### config.mk
export PLATFORM = sky130hd
export DESIGN_NAME = pwm_ramp_sequencer
export DESIGN_NICKNAME = d
export VERILOG_FILES = /design/src/rtl/pwm_pkg.sv /design/src/rtl/pwm_core.sv /design/src/rtl/pwm_ramp_sequencer.sv
export SDC_FILE = /design/constraint.sdc
export NUM_CORES = 1
export LEC_CHECK = 0
export BUFFER_PORTS_ARGS = -buffer_cell sky130_fd_sc_hd__buf_2
export CORE_MARGIN = 1.5
export CORE_UTILIZATION = 55
export CTS_CLUSTER_DIAMETER = 100
export DETAILED_ROUTE_END_ITERATION = 7
export PLACE_DENSITY = 0.73
export SLEW_MARGIN = 25
export SYNTH_ARGS = -nofsm -noshare
export SYNTH_HDL_FRONTEND = slang
export SYNTH_SLANG_ARGS = --single-unit
### constraint.sdc
create_clock -name clk -period 6.85 [get_ports clk]
set_clock_uncertainty 0.2 [all_clocks]
set_input_delay 0 -clock clk [delete_from_list [all_inputs] [get_ports clk]]
set_output_delay 0 -clock clk [all_outputs]
set_load 0.05 [all_outputs]
### src/rtl/pwm_pkg.sv
// Shared types and reset defaults for the PWM ramp sequencer.
package pwm_pkg;

    typedef enum logic [2:0] {
        S_IDLE,
        S_UP,
        S_HOLD_HI,
        S_DOWN,
        S_HOLD_LO
    } seq_state_t;

    localparam int HOLD_W   = 16;
    localparam int DEF_STEP = 1;
    localparam int DEF_HOLD = 0;
    // All ones; the sequencer keeps the low WIDTH bits as its default ceiling.
    localparam logic [63:0] DEF_MAX = '1;

endpackage

### src/rtl/pwm_core.sv
// Prescaler, free-running period counter and registered duty comparator.
module pwm_core #(
    parameter int PRESCALE = 19,
    parameter int WIDTH    = 8
) (
    input  logic             clk,
    input  logic             rst_n,
    input  logic [WIDTH-1:0] duty,
    output logic             pwm_out,
    output logic             period_end
);

    localparam int PS_W = (PRESCALE > 0) ? $clog2(PRESCALE + 1) : 1;

    logic [PS_W-1:0]  presc;
    logic [WIDTH-1:0] period_cnt;
    logic             tick;

    assign tick       = (presc == '0);
    assign period_end = tick && (period_cnt == '1);

    always_ff @(posedge clk or posedge rst_n) begin
        if (rst_n) begin
            presc      <= '0;
            period_cnt <= '0;
            pwm_out    <= 1'b0;
        end else begin
            if (presc == PS_W'(PRESCALE))
                presc <= '0;
            else
                presc <= presc + PS_W'(1);
            if (tick)
                period_cnt <= period_cnt + WIDTH'(1);
            pwm_out <= (period_cnt < duty);
        end
    end

endmodule

### src/rtl/pwm_ramp_sequencer.sv
// PWM duty ramp sequencer: up, hold, down, hold, then idle (or repeat when
// PWM_SEQ_LOOP_EN is defined). rst_n is an active-high asynchronous reset.
//
// state      | meaning
// -----------+--------------------------------------------------
// S_IDLE     | duty 0, configuration accepted, waiting for start
// S_UP       | duty rises by step each period up to max
// S_HOLD_HI  | duty held at max for hold periods
// S_DOWN     | duty falls by step each period down to 0
// S_HOLD_LO  | duty held at 0 for hold periods
module pwm_ramp_sequencer
    import pwm_pkg::*;
#(
    parameter int PRESCALE = 19,
    parameter int WIDTH    = 8
) (
    input  logic              clk,
    input  logic              rst_n,
    input  logic              cfg_valid,
    output logic              cfg_ready,
    input  logic [WIDTH-1:0]  cfg_step,
    input  logic [WIDTH-1:0]  cfg_max,
    input  logic [HOLD_W-1:0] cfg_hold,
    input  logic              start,
    input  logic              stop,
    output logic              pwm_out,
    output logic [WIDTH-1:0]  duty,
    output logic              busy,
    output logic              done
);

    seq_state_t        state;
    logic [WIDTH-1:0]  step_q;
    logic [WIDTH-1:0]  max_q;
    logic [HOLD_W-1:0] hold_q;
    logic [HOLD_W-1:0] hold_cnt;
    logic              stop_req;
    logic              period_end;
    logic [WIDTH:0]    up_sum;
    logic              hold_done;

    pwm_core #(
        .PRESCALE (PRESCALE),
        .WIDTH    (WIDTH)
    ) u_core (
        .clk        (clk),
        .rst_n      (rst_n),
        .duty       (duty),
        .pwm_out    (pwm_out),
        .period_end (period_end)
    );

    assign busy      = (state != S_IDLE);
    assign cfg_ready = (state == S_IDLE);
    // One extra bit so a step past the top of the range saturates at max.
    assign up_sum    = {1'b0, duty} + {1'b0, step_q};
    assign hold_done = (hold_q == '0) || (hold_cnt == hold_q - HOLD_W'(1));

    always_ff @(posedge clk or posedge rst_n) begin
        if (rst_n) begin
            state    <= S_IDLE;
            duty     <= '0;
            hold_cnt <= '0;
            step_q   <= WIDTH'(DEF_STEP);
            max_q    <= DEF_MAX[WIDTH-1:0];
            hold_q   <= HOLD_W'(DEF_HOLD);
            stop_req <= 1'b0;
            done     <= 1'b0;
        end else begin
            done <= 1'b0;
            if (cfg_valid && cfg_ready) begin
                step_q <= cfg_step;
                max_q  <= cfg_max;
                hold_q <= cfg_hold;
            end
            // A stop seen mid-period is remembered until the period boundary.
            if (state != S_IDLE && stop)
                stop_req <= 1'b1;

            if (state == S_IDLE) begin
                if (start && !stop && step_q != '0)
                    state <= S_UP;
            end else if (period_end) begin
                if (stop || stop_req) begin
                    state    <= S_IDLE;
                    duty     <= '0;
                    hold_cnt <= '0;
                    stop_req <= 1'b0;
                    done     <= 1'b1;
                end else begin
                    case (state)
                        S_UP: begin
                            if (up_sum >= {1'b0, max_q}) begin
                                duty     <= max_q;
                                hold_cnt <= '0;
                                state    <= S_HOLD_HI;
                            end else begin
                                duty <= up_sum[WIDTH-1:0];
                            end
                        end
                        S_HOLD_HI: begin
                            if (hold_done) begin
                                hold_cnt <= '0;
                                state    <= S_DOWN;
                            end else begin
                                hold_cnt <= hold_cnt + HOLD_W'(1);
                            end
                        end
                        S_DOWN: begin
                            if (duty <= step_q) begin
                                duty     <= '0;
                                hold_cnt <= '0;
                                state    <= S_HOLD_LO;
                            end else begin
                                duty <= duty - step_q;
                            end
                        end
                        S_HOLD_LO: begin
                            if (hold_done) begin
                                hold_cnt <= '0;
`ifdef PWM_SEQ_LOOP_EN
                                state    <= S_UP;
`else
                                state    <= S_IDLE;
                                done     <= 1'b1;
`endif
                            end else begin
                                hold_cnt <= hold_cnt + HOLD_W'(1);
                            end
                        end
                        default: state <= S_IDLE;
                    endcase
                end
            end
        end
    end

endmodule
Word level (Yosys, flattened, before mapping)
Cells that the tools add are included.
{"block": "op_classes", "n_eq_ne": 14, "n_addsub": 6, "n_bitwise": 1, "reduce_logical": 20, "mux": 28, "n_lt_le_gt_ge": 3}
{"operator": "16-bit 2-to-1 mux", "count": 4}
{"operator": "16-bit one-hot mux with 3 select lines", "count": 1}
{"operator": "3-bit 2-to-1 mux", "count": 8}
{"operator": "8-bit 2-to-1 mux", "count": 3}
{"operator": "16-bit by 1-bit adder with 16-bit output, second input constant", "count": 1}
{"operator": "16-bit == test", "count": 1}
{"operator": "16-bit zero test", "count": 1}
{"operator": "4-bit inequality test, second input constant", "count": 4}
{"operator": "8-bit one-hot mux with 2 select lines", "count": 1}
{"operator": "16-bit by 1-bit subtractor with 16-bit output, second input constant", "count": 1}
{"operator": "3-bit one-hot mux with 4 select lines", "count": 1}
{"operator": "8-bit by 8-bit adder with 9-bit output", "count": 1}
{"operator": "9-bit by 8-bit greater-or-equal comparator with 1-bit output", "count": 1}
{"operator": "1-bit 2-to-1 mux", "count": 9}
{"operator": "8-bit by 1-bit adder with 8-bit output, second input constant", "count": 1}
{"operator": "8-bit == test, second input constant", "count": 1}
{"operator": "8-bit less-or-equal comparator", "count": 1}
{"operator": "8-bit < comparator", "count": 1}
{"operator": "8-bit nonzero test", "count": 1}
{"operator": "8-bit subtractor", "count": 1}
{"operator": "3-bit by 2-bit == test with 1-bit output, second input constant", "count": 2}
{"operator": "3-bit inequality test, second input constant", "count": 2}
{"operator": "6-bit AND reduction", "count": 1}
{"operator": "3-bit nonzero test", "count": 2}
{"operator": "other kinds (17)", "count": 22}
{"block": "totals", "wordCells": 83, "in_bits": 37, "output_inout_bits": 12, "reg_bits": 75}

Depth between registers and ports, before layout
Gate-level depths: netlist of run 1.
{"block": "logic_depth", "ltp_word": 8, "depth_mapped": 18, "depth_no_buf": 16}

Modules after synthesis
Synthesis of run 1 repeated with hierarchy kept, for this count alone.
{"block": "hier_totals", "cells_unflattened": 563, "hier_area_um2": 5088.6}
{"mod": "pwm_ramp_sequencer", "area_each_um2": 4294.1, "seq_area_each_um2": 1537.7, "cells_per_inst": 490, "n_inst": 1}
{"mod": "pwm_core", "area_each_um2": 794.5, "seq_area_each_um2": 350.3, "cells_per_inst": 73, "n_inst": 1}

Least setup slack after synthesis of run 1
No wires, ideal clock.
{"block": "synth_timing", "path_kind": "register -> register", "from": "register duty[1]", "to": "register hold_cnt[13]", "period_less_slack_ps": 4011, "path_buffers": 1, "setup_ps": 82, "slack_ps": 2839, "path_stages_with_launch": 17, "required_time_ps": 6568, "arrival_time_ps": 3728, "path_cell_list": "dfrtp_1 ha_1 nand2b_1 a21oi_1 o21bai_1 a211o_1 o311ai_0 ha_1 nand2_1 nor2_1 a311oi_1 a41o_1 a21oi_1 o21ai_1 clkbuf_1 a31oi_1 o22ai_1"}
{"block": "synth_between", "elab_chain_len": 4, "word_cells_on_any_way": 6, "classes_between": "add/sub (1); order compare (2); eq/ne (2); reduce/logical (1)"}
{"item": "start: declaration", "line_no": "pwm_ramp_sequencer.sv:27", "source": "output logic [WIDTH-1:0] duty,"}
{"item": "start signal: assignment", "line_no": "pwm_ramp_sequencer.sv:94", "source": "duty <= max_q;"}
{"item": "start signal: assignment", "line_no": "pwm_ramp_sequencer.sv:98", "source": "duty <= up_sum[WIDTH-1:0];"}
{"item": "start signal: assignment", "line_no": "pwm_ramp_sequencer.sv:115", "source": "duty <= duty - step_q;"}
{"item": "8-bit by 8-bit adder with 9-bit output", "line_no": "pwm_ramp_sequencer.sv:56", "source": "assign up_sum = {1'b0, duty} + {1'b0, step_q};"}
{"item": "9-bit by 8-bit greater-or-equal comparator with 1-bit output", "line_no": "pwm_ramp_sequencer.sv:93", "source": "if (up_sum >= {1'b0, max_q}) begin"}
{"item": "3-bit inequality test (no line)"}
{"item": "5-bit AND reduction (no line) *"}
{"item": "end signal: assignment", "line_no": "pwm_ramp_sequencer.sv:106", "source": "hold_cnt <= hold_cnt + HOLD_W'(1);"}
{"item": "end signal: assignment", "line_no": "pwm_ramp_sequencer.sv:128", "source": "hold_cnt <= hold_cnt + HOLD_W'(1);"}
{"item": "end: declaration", "line_no": "pwm_ramp_sequencer.sv:36", "source": "logic [HOLD_W-1:0] hold_cnt;"}
Mark *: on every way between the ends. The rest lies on a longest branch, timed or not.
A chain may end at the register's enable or synchronous reset.

Worst setup path in the final report of run 1
{"block": "layout_timing", "from": "register duty[2]", "to": "register state[1]"}
{"block": "layout_between", "elab_chain_len": 4, "word_cells_on_any_way": 6, "classes_between": "add/sub (1); order compare (2); eq/ne (2); reduce/logical (1)"}
{"item": "8-bit by 8-bit adder with 9-bit output", "line_no": "pwm_ramp_sequencer.sv:56"}
{"item": "9-bit by 8-bit greater-or-equal comparator with 1-bit output", "line_no": "pwm_ramp_sequencer.sv:93"}
{"item": "4-bit inequality test (no line)"}
{"item": "6-bit AND reduction (no line) *"}
{"item": "end signal: assignment", "line_no": "pwm_ramp_sequencer.sv:61", "source": "state <= S_IDLE;"}
{"item": "end signal: assignment", "line_no": "pwm_ramp_sequencer.sv:96", "source": "state <= S_HOLD_HI;"}
{"item": "end signal: assignment", "line_no": "pwm_ramp_sequencer.sv:104", "source": "state <= S_DOWN;"}
{"item": "end: declaration", "line_no": "pwm_ramp_sequencer.sv:32", "source": "seq_state_t state;"}
Marked as above.

==> impl_results.md, run 1 <==
* DRC at 0
* Simple-gate share of the synthesized area at 17.9%
* Num Clock Sinks at 75
* FFs w/ async S/R, synth at 100%
* XOR/XNOR Fraction of Synth Area at 6.59%
* Final period util at 60.8%
* Final Max Slew Viols at 0
* GR Util All Layers at 26.2%
* Register area at 1890 um^2
* Total length of routed wires at 12400 um
* Share of power burned in registers at 36.3%
* I/O Buffers at 48
* Clock share of power at 17.9%
* Htree depth at 3
* Vias/cell at 5.92
* Sw Ratio at 41.3%
* Mux cell area share after synthesis at 5.53%
* First-pass GRT wire length at 20900 um
* CTS tree: yes
* P_leak at 2.69 nW
* Non-filler cells, final at 765
* # setup viols final at 0
* Startpoint Class: register
* Die Y at 100 um
* CP Data Required Time at 6.86 ns
* FP Rows at 35
* Synthesis Warnings at 0
* 1st-iter DRT viols at 339
* Syn avg cell area at 8.96 um^2
* CP Class: reg -> reg
* TNS Setup at 0 ns
* Root Driver: clkbuf_8
* Critical Path Fanout Max at 12
* Layout fillers at 760
* Core box area at 9200 um^2
* Commonest non-fill, non-tap cell in the layout: dfrtp_1
* Routed len/inst at 16.2 um
* MaxCap Viol Count at 0
* Post-Synth Adder-Cell Area at 9.70%
* RSZ-0062 raised after global routing: no
* Setup repair bufs after CTS at 0
* CP endpoint kind: register
* Vias in the first global route at 4344
* Dpl ws at 2.76 ns
* 1st-pass router iterations at 5
* Clk pin slew, worst setup/hold paths at 0.09 ns
* Post-CTS resize count at 0
* Final Hold Vio Count at 0
* Share of cells above drive strength 1 at 17.3%
* Most frequent cells in the layout: dfrtp_1 (66), nand2_1 (62), inv_1 (55), buf_2 (48), o21ai_0 (39)
* Cell count after synthesis at 579
* Ports at 49
* Switching power at 0.000783 W
* Reg2reg setup slack at 2.69 ns
* Largest net degree at the start of global routing at 76
* Hold Crit Class: in -> async
* Cell Area, Synth at 5180 um^2
* Final hold slack at 0.158 ns
* HPWL reported at the end of detailed placement at 8880 um
* Gate power share at 45.7%
* Int Pwr at 0.00111 W
* EDFF count, synth at 0
* Die ar. at 10000 um^2
* Placed insts at 716
* Worst skew pair latency at 0.35 ns
* Status: completed
* Ant. Diodes at 0
* Synth unique cells at 68
* Min Tclk post-route at 4.16 ns
* Final nets at 726
* Antenna-violating nets left at 0
* Initial antenna violation count at 0
* Synth Net Count at 655
* Max frequency at 0.240 GHz
* Maximum clock path buffer count at 2
* Area grow syn2layout at 15.8%
* Overall power at 0.00190 W
* Num CTS Buffers at 9
* Remaining Overflow, GRT at 0
* Pwr/cell area at 316 nW/um^2
* Die X at 100 um
* Initial Util at 56.4%
* Sequential element share of the synthesized area at 36.4%
* Worst VDD drop at 0.247 mV
* #FFs+latches synth at 75
* Vias at 4527
* Area of the multi-input gates at 2960 um^2
* Slew margin rel. at 34.9%
* WP data arrival at 4.18 ns
* Worst slew pin tran at 0.976 ns
* Post-synth top flop: dfrtp_1
* Final GP Congestion at 0.926
* Main combinational cell family by area after synthesis: simple AND/OR/NAND/NOR gates
* Cts hold-fix bufs at 34
* Post-synthesis compound-gate area fraction at 17.2%
* Post-route setup slack at 2.69 ns
flip-flops by register name, indices dropped and copies added (netlist names), 3 cells and up:
| name | cells |
|---|---|
| hold_q | 16 |
| hold_cnt | 16 |
| u_core.presc | 5 |
| state | 3 |
| duty | 8 |
| u_core.period_cnt | 8 |
| step_q | 8 |
| max_q | 8 |
power by group through the flow:
stage	registers, W	logic (W)	clock network (W)
2_1_floorplan	0.000643	0.000696	0
3_3_place_gp	0.000688	0.000809	0
3_5_place_dp	0.000695	0.000841	0
4_1_cts	0.000688	0.000861	0.000349
5_1_grt	0.000706	0.000963	0.000366
6_report	0.000689	0.000868	0.000340
worst max-delay path, stage by stage (launching register included):
cell,delay [ns]
dfrtp_1,0.43
ha_1,0.44
nand2b_1,0.21
a221oi_1,0.34
o21ai_0,0.14
nand2b_1,0.11
xnor2_1,0.15
ha_1,0.28
nand2_1,0.09
nor2_1,0.06
a311oi_1,0.35
nand3_1,0.45
nor2b_1,0.23
a211o_1,0.23
mux2i_1,0.23
o41ai_1,0.10
metrics by stage:
stage	cell area, um^2	util [%]
after CTS	6000	65.3
after global routing	6000	65.3
after detailed placement	5470	59.5
final	6000	65.3
after global placement	5460	59.4
after floorplan	5180	-
logic make-up after synthesis:
kind of cell               Yosys count
buffers and inverters               84
adders and majority gates           39
AOI/OAI and AO/OA                  140
muxes                               26
DFF                                 75
xor gates and xnor gates            39
and+or+nand+nor                    176
path summary, 6_finish.rpt:
path | start | endpoint | cells after the start
worst min-delay path | rst_n | hold_q[10] | 4
worst max-delay path | duty[2] | state[1] | 15
min in group clk | start | state[2] | 6
worst max register to register | duty[2] | state[1] | 15
max in group asynchronous | rst_n | hold_cnt[14] | 4
worst min register to register | max_q[7] | max_q[7] | 2
final cells by class:
type	instances	share of cell area, %
Inverter	59	3.69
Tap cell	111	2.31
Multi-Input combinational cell	420	49.3
Clock buffer	9	2.06
Sequential cell	75	31.4
Timing Repair Buffer	85	10.1
Clock inverter	6	1.10
synthesized netlist by cell type (all sizes together), types with 2 or more instances:
library cell  count  share of area [%]
a41o              2               0.39
clkbuf           13               0.94
xnor2            25                4.2
inv              58                4.2
nor3b             3               0.75
dfstp             9                4.6
a21oi            23                2.2
or3               8               0.97
o2111ai           2               0.34
a2111oi           2               0.46
nor2             23                1.7
a22o              2               0.34
a31oi            16                1.9
nand3            21                2.0
dfrtp            66                 32
nor4              6                1.1
nand4            10                1.2
o21bai            4               0.58
buf              12                1.5
a21o              4               0.58
o32ai             2               0.48
mux2             21                4.6
xor2             14                2.4
fa                2               0.77
and2              2               0.24
a211oi            2               0.39
ha               37                8.9
nor3             12                1.3
nor2b             8               0.97
o21ai            46                4.4
a221oi            2               0.46
nor4b             2               0.63
or2               2               0.24
or4               2               0.29
mux2i             5               0.97
and3              3               0.36
o22ai            16                1.9
nand3b            2               0.36
nand2            62                4.5
nand2b            9                1.1
a22oi             6               0.87
a211o             2               0.34
metal layers:
metal | routed length, um | up-vias | share of wire [%] | track usage [%]
met1 | 6010 | 2184 | 48 | 38.1
met3 | 523 | 23 | 4.2 | 3.27
met4 | 227 | 0 | 1.8 | 9.32
met2 | 5650 | 137 | 46 | 40.5
met5 | 0 | - | 0 | 0
li1 | - | 2183 | - | -
(Power assumes the default switching activity.)
==> run 2: changes to the inputs <==
- ABC_AREA: default -> 1
- PLACE_DENSITY: 0.73 -> 0.72
- clock period: 6.85 -> 4.3 ns (I/O delays scaled with it)
==> run 2 against run 1 <==
Largest cell class unchanged. Register-to-register slack got worse by 2.1 ns. Sequential share of layout area decreased by 2.3 points. Critical endpoint is now duty[0]. Routed wire length increased by 20%. Highest routed layer unchanged.
==> impl_results.md, run 2 <==
* Commonest non-fill, non-tap cell in the layout: nand2_1
* GR Util All Layers at 29.1%
* Initial antenna violation count at 0
* Area grow syn2layout at 15.9%
* Synth area leaders: dfrtp_1 (30%), nand2_1 (14%), ha_1 (8.3%), inv_1 (6.5%), nor2_1 (5.8%)
* Worst r2r src: duty[1]
* Slew margin rel. at 56.3%
* Routed len/inst at 15.0 um
* Int Pwr at 0.00102 W
* #FFs+latches synth at 75
* CP Data Required Time at 4.37 ns
* Worst slew pin tran at 0.656 ns
* Top-area cell type share of the netlist area at 29.6%
* CP endpoint kind: register
* Final period util at 87.3%
* I/O Buffers at 48
* HPWL reported at the end of detailed placement at 11300 um
* Syn avg cell area at 7.19 um^2
* Cell count after synthesis at 777
* Reg2reg setup slack at 0.55 ns
* Share of cells above drive strength 1 at 13.8%
* End of the worst register-to-register path: duty[0]
* Die Y at 104 um
* FP Rows at 36
* Status: completed
* MaxCap Viol Count at 0
* Die X at 104 um
* First-pass GRT wire length at 25000 um
* Antenna-violating nets left at 0
* CTS tree: yes
* Post-CTS resize count at 0
* Total length of routed wires at 14900 um
* Setup repair bufs after CTS at 0
* Num Clock Sinks at 75
* Most common cell in the synthesized netlist: nand2_1
* Crit path to: duty[0]
* Worst VDD drop at 0.209 mV
* Clk pin slew, worst setup/hold paths at 0.09 ns
* Largest net degree at the start of global routing at 51
* Hold Crit Class: in -> reg
* Sequential element share of the synthesized area at 33.8%
* Placed insts at 946
* Fin util at 65.9%
* Final Max Slew Viols at 0
* P_leak at 3.19 nW
* Remaining Overflow, GRT at 0
* Ant. Diodes at 0
* Area leader, netlist: dfrtp_1
* Overall power at 0.00134 W
* Cell Area, Synth at 5590 um^2
* Clock share of power at 42.8%
* Crit. Startpoint: duty[1]
* Vias in the first global route at 5363
* Synthesis Warnings at 0
* Non-filler cells, final at 996
* Root Driver: clkbuf_8
* Final Hold Vio Count at 0
* Startpoint Class: register
* EDFF count, synth at 0
* Min Tclk post-route at 3.75 ns
* Synth unique cells at 45
* FFs w/ async S/R, synth at 100%
* Final GP Congestion at 0.940
* Layout fillers at 938
* Critical Path Fanout Max at 15
* Top flop regs: hold_cnt x16, hold_q x16
* Post-synth top cells: nand2_1 (202), inv_1 (96), nor2_1 (86), dfrtp_1 (66), nand3_1 (60)
* Die ar. at 10800 um^2
* Final nets at 934
* Vias/cell at 5.33
* Maximum clock path buffer count at 2
* Ports at 49
* # setup viols final at 0
* Synth Net Count at 853
* 1st-pass router iterations at 5
* Max frequency at 0.266 GHz
* Switching power at 0.000318 W
* DRC at 0
* R2R cell count at 17
* Pwr/cell area at 207 nW/um^2
* CP Class: reg -> reg
* Initial Util at 56.9%
* Share of power burned in registers at 52.7%
* Most frequent cells in the layout: nand2_1 (201), inv_1 (95), nor2_1 (86), dfrtp_1 (66), nand3_1 (60)
* Vias at 5310
* Htree depth at 3
* RSZ-0062 raised after global routing: no
* TNS Setup at 0 ns
* Post-synth top flop: dfrtp_1
* Worst skew pair latency at 0.38 ns
* Core box area at 9820 um^2
* 1st-iter DRT viols at 285
* Gate power share at 4.4%
* Num CTS Buffers at 9
* WP data arrival at 3.82 ns
* Final hold slack at 0.00419 ns
* Sw Ratio at 23.8%
[run 2: worst min path at each step]
stage,cells after the start,start,endpoint,slack (ns)
2_1_floorplan,2,cfg_max[0],max_q[0],-0.07
3_3_place_gp,2,cfg_hold[8],hold_q[8],0.03
3_5_place_dp,2,rst_n,u_core.presc[2],-0.06
4_1_cts,5,start,state[1],0.002
5_1_grt,4,cfg_valid,step_q[6],0.03
6_report,5,start,state[0],0.004
[run 2: layer usage]
| metal | vias up | wire [um] | global-route usage [%] | part of all wire, % |
|---|---|---|---|---|
| met2 | 131 | 7560 | 52.1 | 51 |
| met3 | 45 | 585 | 6.36 | 3.9 |
| met1 | 2467 | 6230 | 33.1 | 42 |
| li1 | 2667 | - | - | - |
| met4 | 0 | 534 | 13.1 | 3.6 |
| met5 | - | 0 | 0 | 0 |
[run 2: cells by family after synthesis]
logic type	synth area share [%]
flip-flops	33.8
AO/OA/AOI/OAI	8.31
adder cells (fa/ha/maj)	9.00
AND/OR/NAND/NOR	33.3
buffers and inverters	8.38
multiplexers	1.41
XOR/XNOR	5.80
[run 2: power by group through the flow]
stage | combinational, W | sequential (W) | clock [W]
after CTS | 0.0000590 | 0.000706 | 0.000587
after detailed placement | 0.0000356 | 0.000720 | 0
after global placement | 0.0000343 | 0.000720 | 0
final | 0.0000589 | 0.000706 | 0.000574
after floorplan | 0.0000126 | 0.000720 | 0
after global routing | 0.0000652 | 0.000707 | 0.000613
[run 2: what timing repair did]
action | 4_1_cts | 5_1_grt
setup endpoints to repair | 0 | 0
hold endpoints to repair | 86 | 0
hold buffers | 34 | 0
[run 2: area by class of cell]
type,count,area (um^2),share of cell area (%)
clock buffers,10,138,2.13
repair buffers,85,603,9.31
multi-input cells,586,3230,49.9
well taps,133,166,2.57
flip-flops and latches,75,1890,29.2
clock inverters,6,65.1,1.00
inverters,101,382,5.89
[run 2: critical path, cell delays in order, from the launching register on]
cell     delay, ns
dfrtp_1       0.53
ha_1          0.39
inv_1         0.10
nand3_1       0.08
nand3_1       0.14
nand2_1       0.07
a21oi_1       0.17
xor2_1        0.16
inv_1         0.07
ha_1          0.27
nand2_1       0.08
nor2_1        0.06
a41oi_1       0.30
nand3_1       0.42
o21ai_0       0.29
nor2_1        0.06
o21ai_0       0.18
nand2_1       0.08
[run 2: stage by stage]
step	area [um^2]	setup WS, ns
finish	6470	0.547
global route	6470	0.285
CTS	6470	0.653
detailed placement	5930	0.694
global placement	5930	0.840
floorplan	5590	0.918
==> run 3: changes to the inputs <==
- CORE_MARGIN: 1.5 -> 2
- CTS_BUF_LIST: default -> sky130_fd_sc_hd__clkbuf_4 sky130_fd_sc_hd__clkbuf_8 sky130_fd_sc_hd__clkbuf_16
==> run 3 against run 2 <==
Cell area decreased by 0.35%. Routed wire length decreased by 1.0%. Clock power decreased by 8.5%. Non-clock buffer count unchanged. Critical path depth unchanged. Fmax increased by 2.4%. Power decreased by 3.7%. Cell count unchanged. Via count decreased by 0.56%.
==> impl_results.md, run 3 (same netlist as run 2, synthesis figures left out) <==
* Share of power burned in registers at 54.8%
* Slowest CP cell: dfrtp_1
* Area grow syn2layout at 15.5%
* Htree depth at 3
* Cell Chain, Critical Path: ha_1 > inv_1 > nand3_1 > nand3_1 > nand2_1 > a21oi_1 > xor2_1 > inv_1 > ha_1 > nand2_1 > nor2_1 > a41oi_1 > nand3_1 > o21ai_0 > nand2_1 > nand3_1 > nand2_1
* Routed len/inst at 14.8 um
* Overall power at 0.00129 W
* Die ar. at 11000 um^2
* Share of cells above drive strength 1 at 13.8%
* Maximum clock path buffer count at 2
* Reg2reg setup slack at 0.64 ns
* Core box area at 9820 um^2
* Vias/cell at 5.30
* Root Driver: clkbuf_8
* Switching power at 0.000332 W
* Die Y at 105 um
* Top flop regs: hold_cnt x16, hold_q x16
* RSZ-0062 raised after global routing: no
* Status: completed
* Post-CTS resize count at 0
* Startpoint Class: register
* Max frequency at 0.273 GHz
* Initial Util at 56.9%
* GR Util All Layers at 27.9%
* 1st-iter DRT viols at 242
* Non-filler cells, final at 996
* Slew margin rel. at 45.3%
* Dpl ws at 0.699 ns
* Clk pin slew, worst setup/hold paths at 0.09 ns
* Worst VDD drop at 0.157 mV
* Vias at 5280
* CP peak stage delay at 0.43 ns
* Worst skew pair latency at 0.37 ns
* Sw Ratio at 25.8%
* Commonest non-fill, non-tap cell in the layout: nand2_1
* Setup repair bufs after CTS at 0
* Ant. Diodes at 0
* HPWL reported at the end of detailed placement at 11300 um
* Most frequent cells in the layout: nand2_1 (201), inv_1 (95), nor2_1 (86), dfrtp_1 (66), nand3_1 (60)
* Num Clock Sinks at 75
* Fin util at 65.7%
* Gate power share at 4.6%
* Int Pwr at 0.000957 W
* Antenna-violating nets left at 0
* Hold Crit Class: in -> reg
* Min Tclk post-route at 3.66 ns
* MaxCap Viol Count at 0
* Final period util at 85.2%
* CP Data Required Time at 4.36 ns
* P_leak at 3.18 nW
* Worst path top cell family by delay: simple AND/OR/NAND/NOR gates
* Num CTS Buffers at 9
* I/O Buffers at 48
* FP Rows at 36
* Vias in the first global route at 5289
* Number of buffers and inverters on the critical path at 2
* Worst slew pin tran at 0.819 ns
* Die X at 105 um
* Pwr/cell area at 200 nW/um^2
* WP data arrival at 3.73 ns
* Largest net degree at the start of global routing at 48
* CP Class: reg -> reg
* # setup viols final at 0
* DRC at 0
* Ports at 49
* Final Max Slew Viols at 0
* First-pass GRT wire length at 24500 um
* Placed insts at 946
* Remaining Overflow, GRT at 0
* Final nets at 934
* 1st-pass router iterations at 5
* Initial antenna violation count at 0
* CTS tree: yes
* Clock share of power at 40.7%
* Total length of routed wires at 14800 um
* Final Hold Vio Count at 0
* Critical Path Fanout Max at 15
* Post-route setup slack at 0.635 ns
* TNS Setup at 0 ns
* CP endpoint kind: register
* Final GP Congestion at 0.939
==> run 3: final timing paths <==
path	from	end	cells after the start
min in group asynchronous	rst_n	state[0]	3
hold / removal	start	state[1]	5
max in group asynchronous	rst_n	max_q[4]	4
setup reg to reg	duty[2]	duty[6]	17
setup / recovery	duty[2]	duty[6]	17
hold reg to reg	u_core.presc[0]	u_core.presc[0]	1
==> run 3: area by class of cell <==
type / instances / area (um^2)
inverters: 101 / 380
flip-flops and latches: 75 / 1890
clock buffers: 9 / 124
fillers: 906 / 3370
clock inverters: 7 / 57.6
well taps: 133 / 166
repair buffers: 85 / 603
multi-input cells: 586 / 3230
==> run 3: through the flow <==
stage | hold WS [ns] | instance area (um^2)
global route | 0.0686 | 6450
CTS | 0.00651 | 6450
floorplan | -0.0699 | 5590
detailed placement | 0.0383 | 5930
global placement | 0.0312 | 5930
finish | 0.0134 | 6450
==> run 3: timing repair <==
item / CTS / global route
hold buffers: 34 / 0
setup endpoints to repair: 0 / 0
hold endpoints to repair: 79 / 0
==> run 3: metal layers <==
layer | global-route usage [%] | vias to the layer above | part of all wire (%)
met2 | 50.8 | 129 | 51
met5 | 0 | - | 0
li1 | - | 2671 | -
met3 | 4.87 | 45 | 4.3
met4 | 12.1 | 0 | 3.1
met1 | 31.9 | 2435 | 42
==> run 3: power groups by stage <==
stage,clock (W),sequential [W],combinational (W)
3_5_place_dp,0,0.000720,0.0000351
3_3_place_gp,0,0.000720,0.0000340
6_report,0.000525,0.000706,0.0000587
5_1_grt,0.000564,0.000707,0.0000654
2_1_floorplan,0,0.000720,0.0000126
4_1_cts,0.000536,0.000706,0.0000587
==> run 3: worst register-to-register path, stage by stage, from the launching register on <==
cell and delay (ns):
dfrtp_1 0.43, ha_1 0.42, inv_1 0.15, nand3_1 0.08, nand3_1 0.14, nand2_1 0.07, a21oi_1 0.18, xor2_1 0.17
inv_1 0.07, ha_1 0.28, nand2_1 0.08, nor2_1 0.05, a41oi_1 0.24, nand3_1 0.39, o21ai_0 0.40, nand2_1 0.09
nand3_1 0.08, nand2_1 0.05
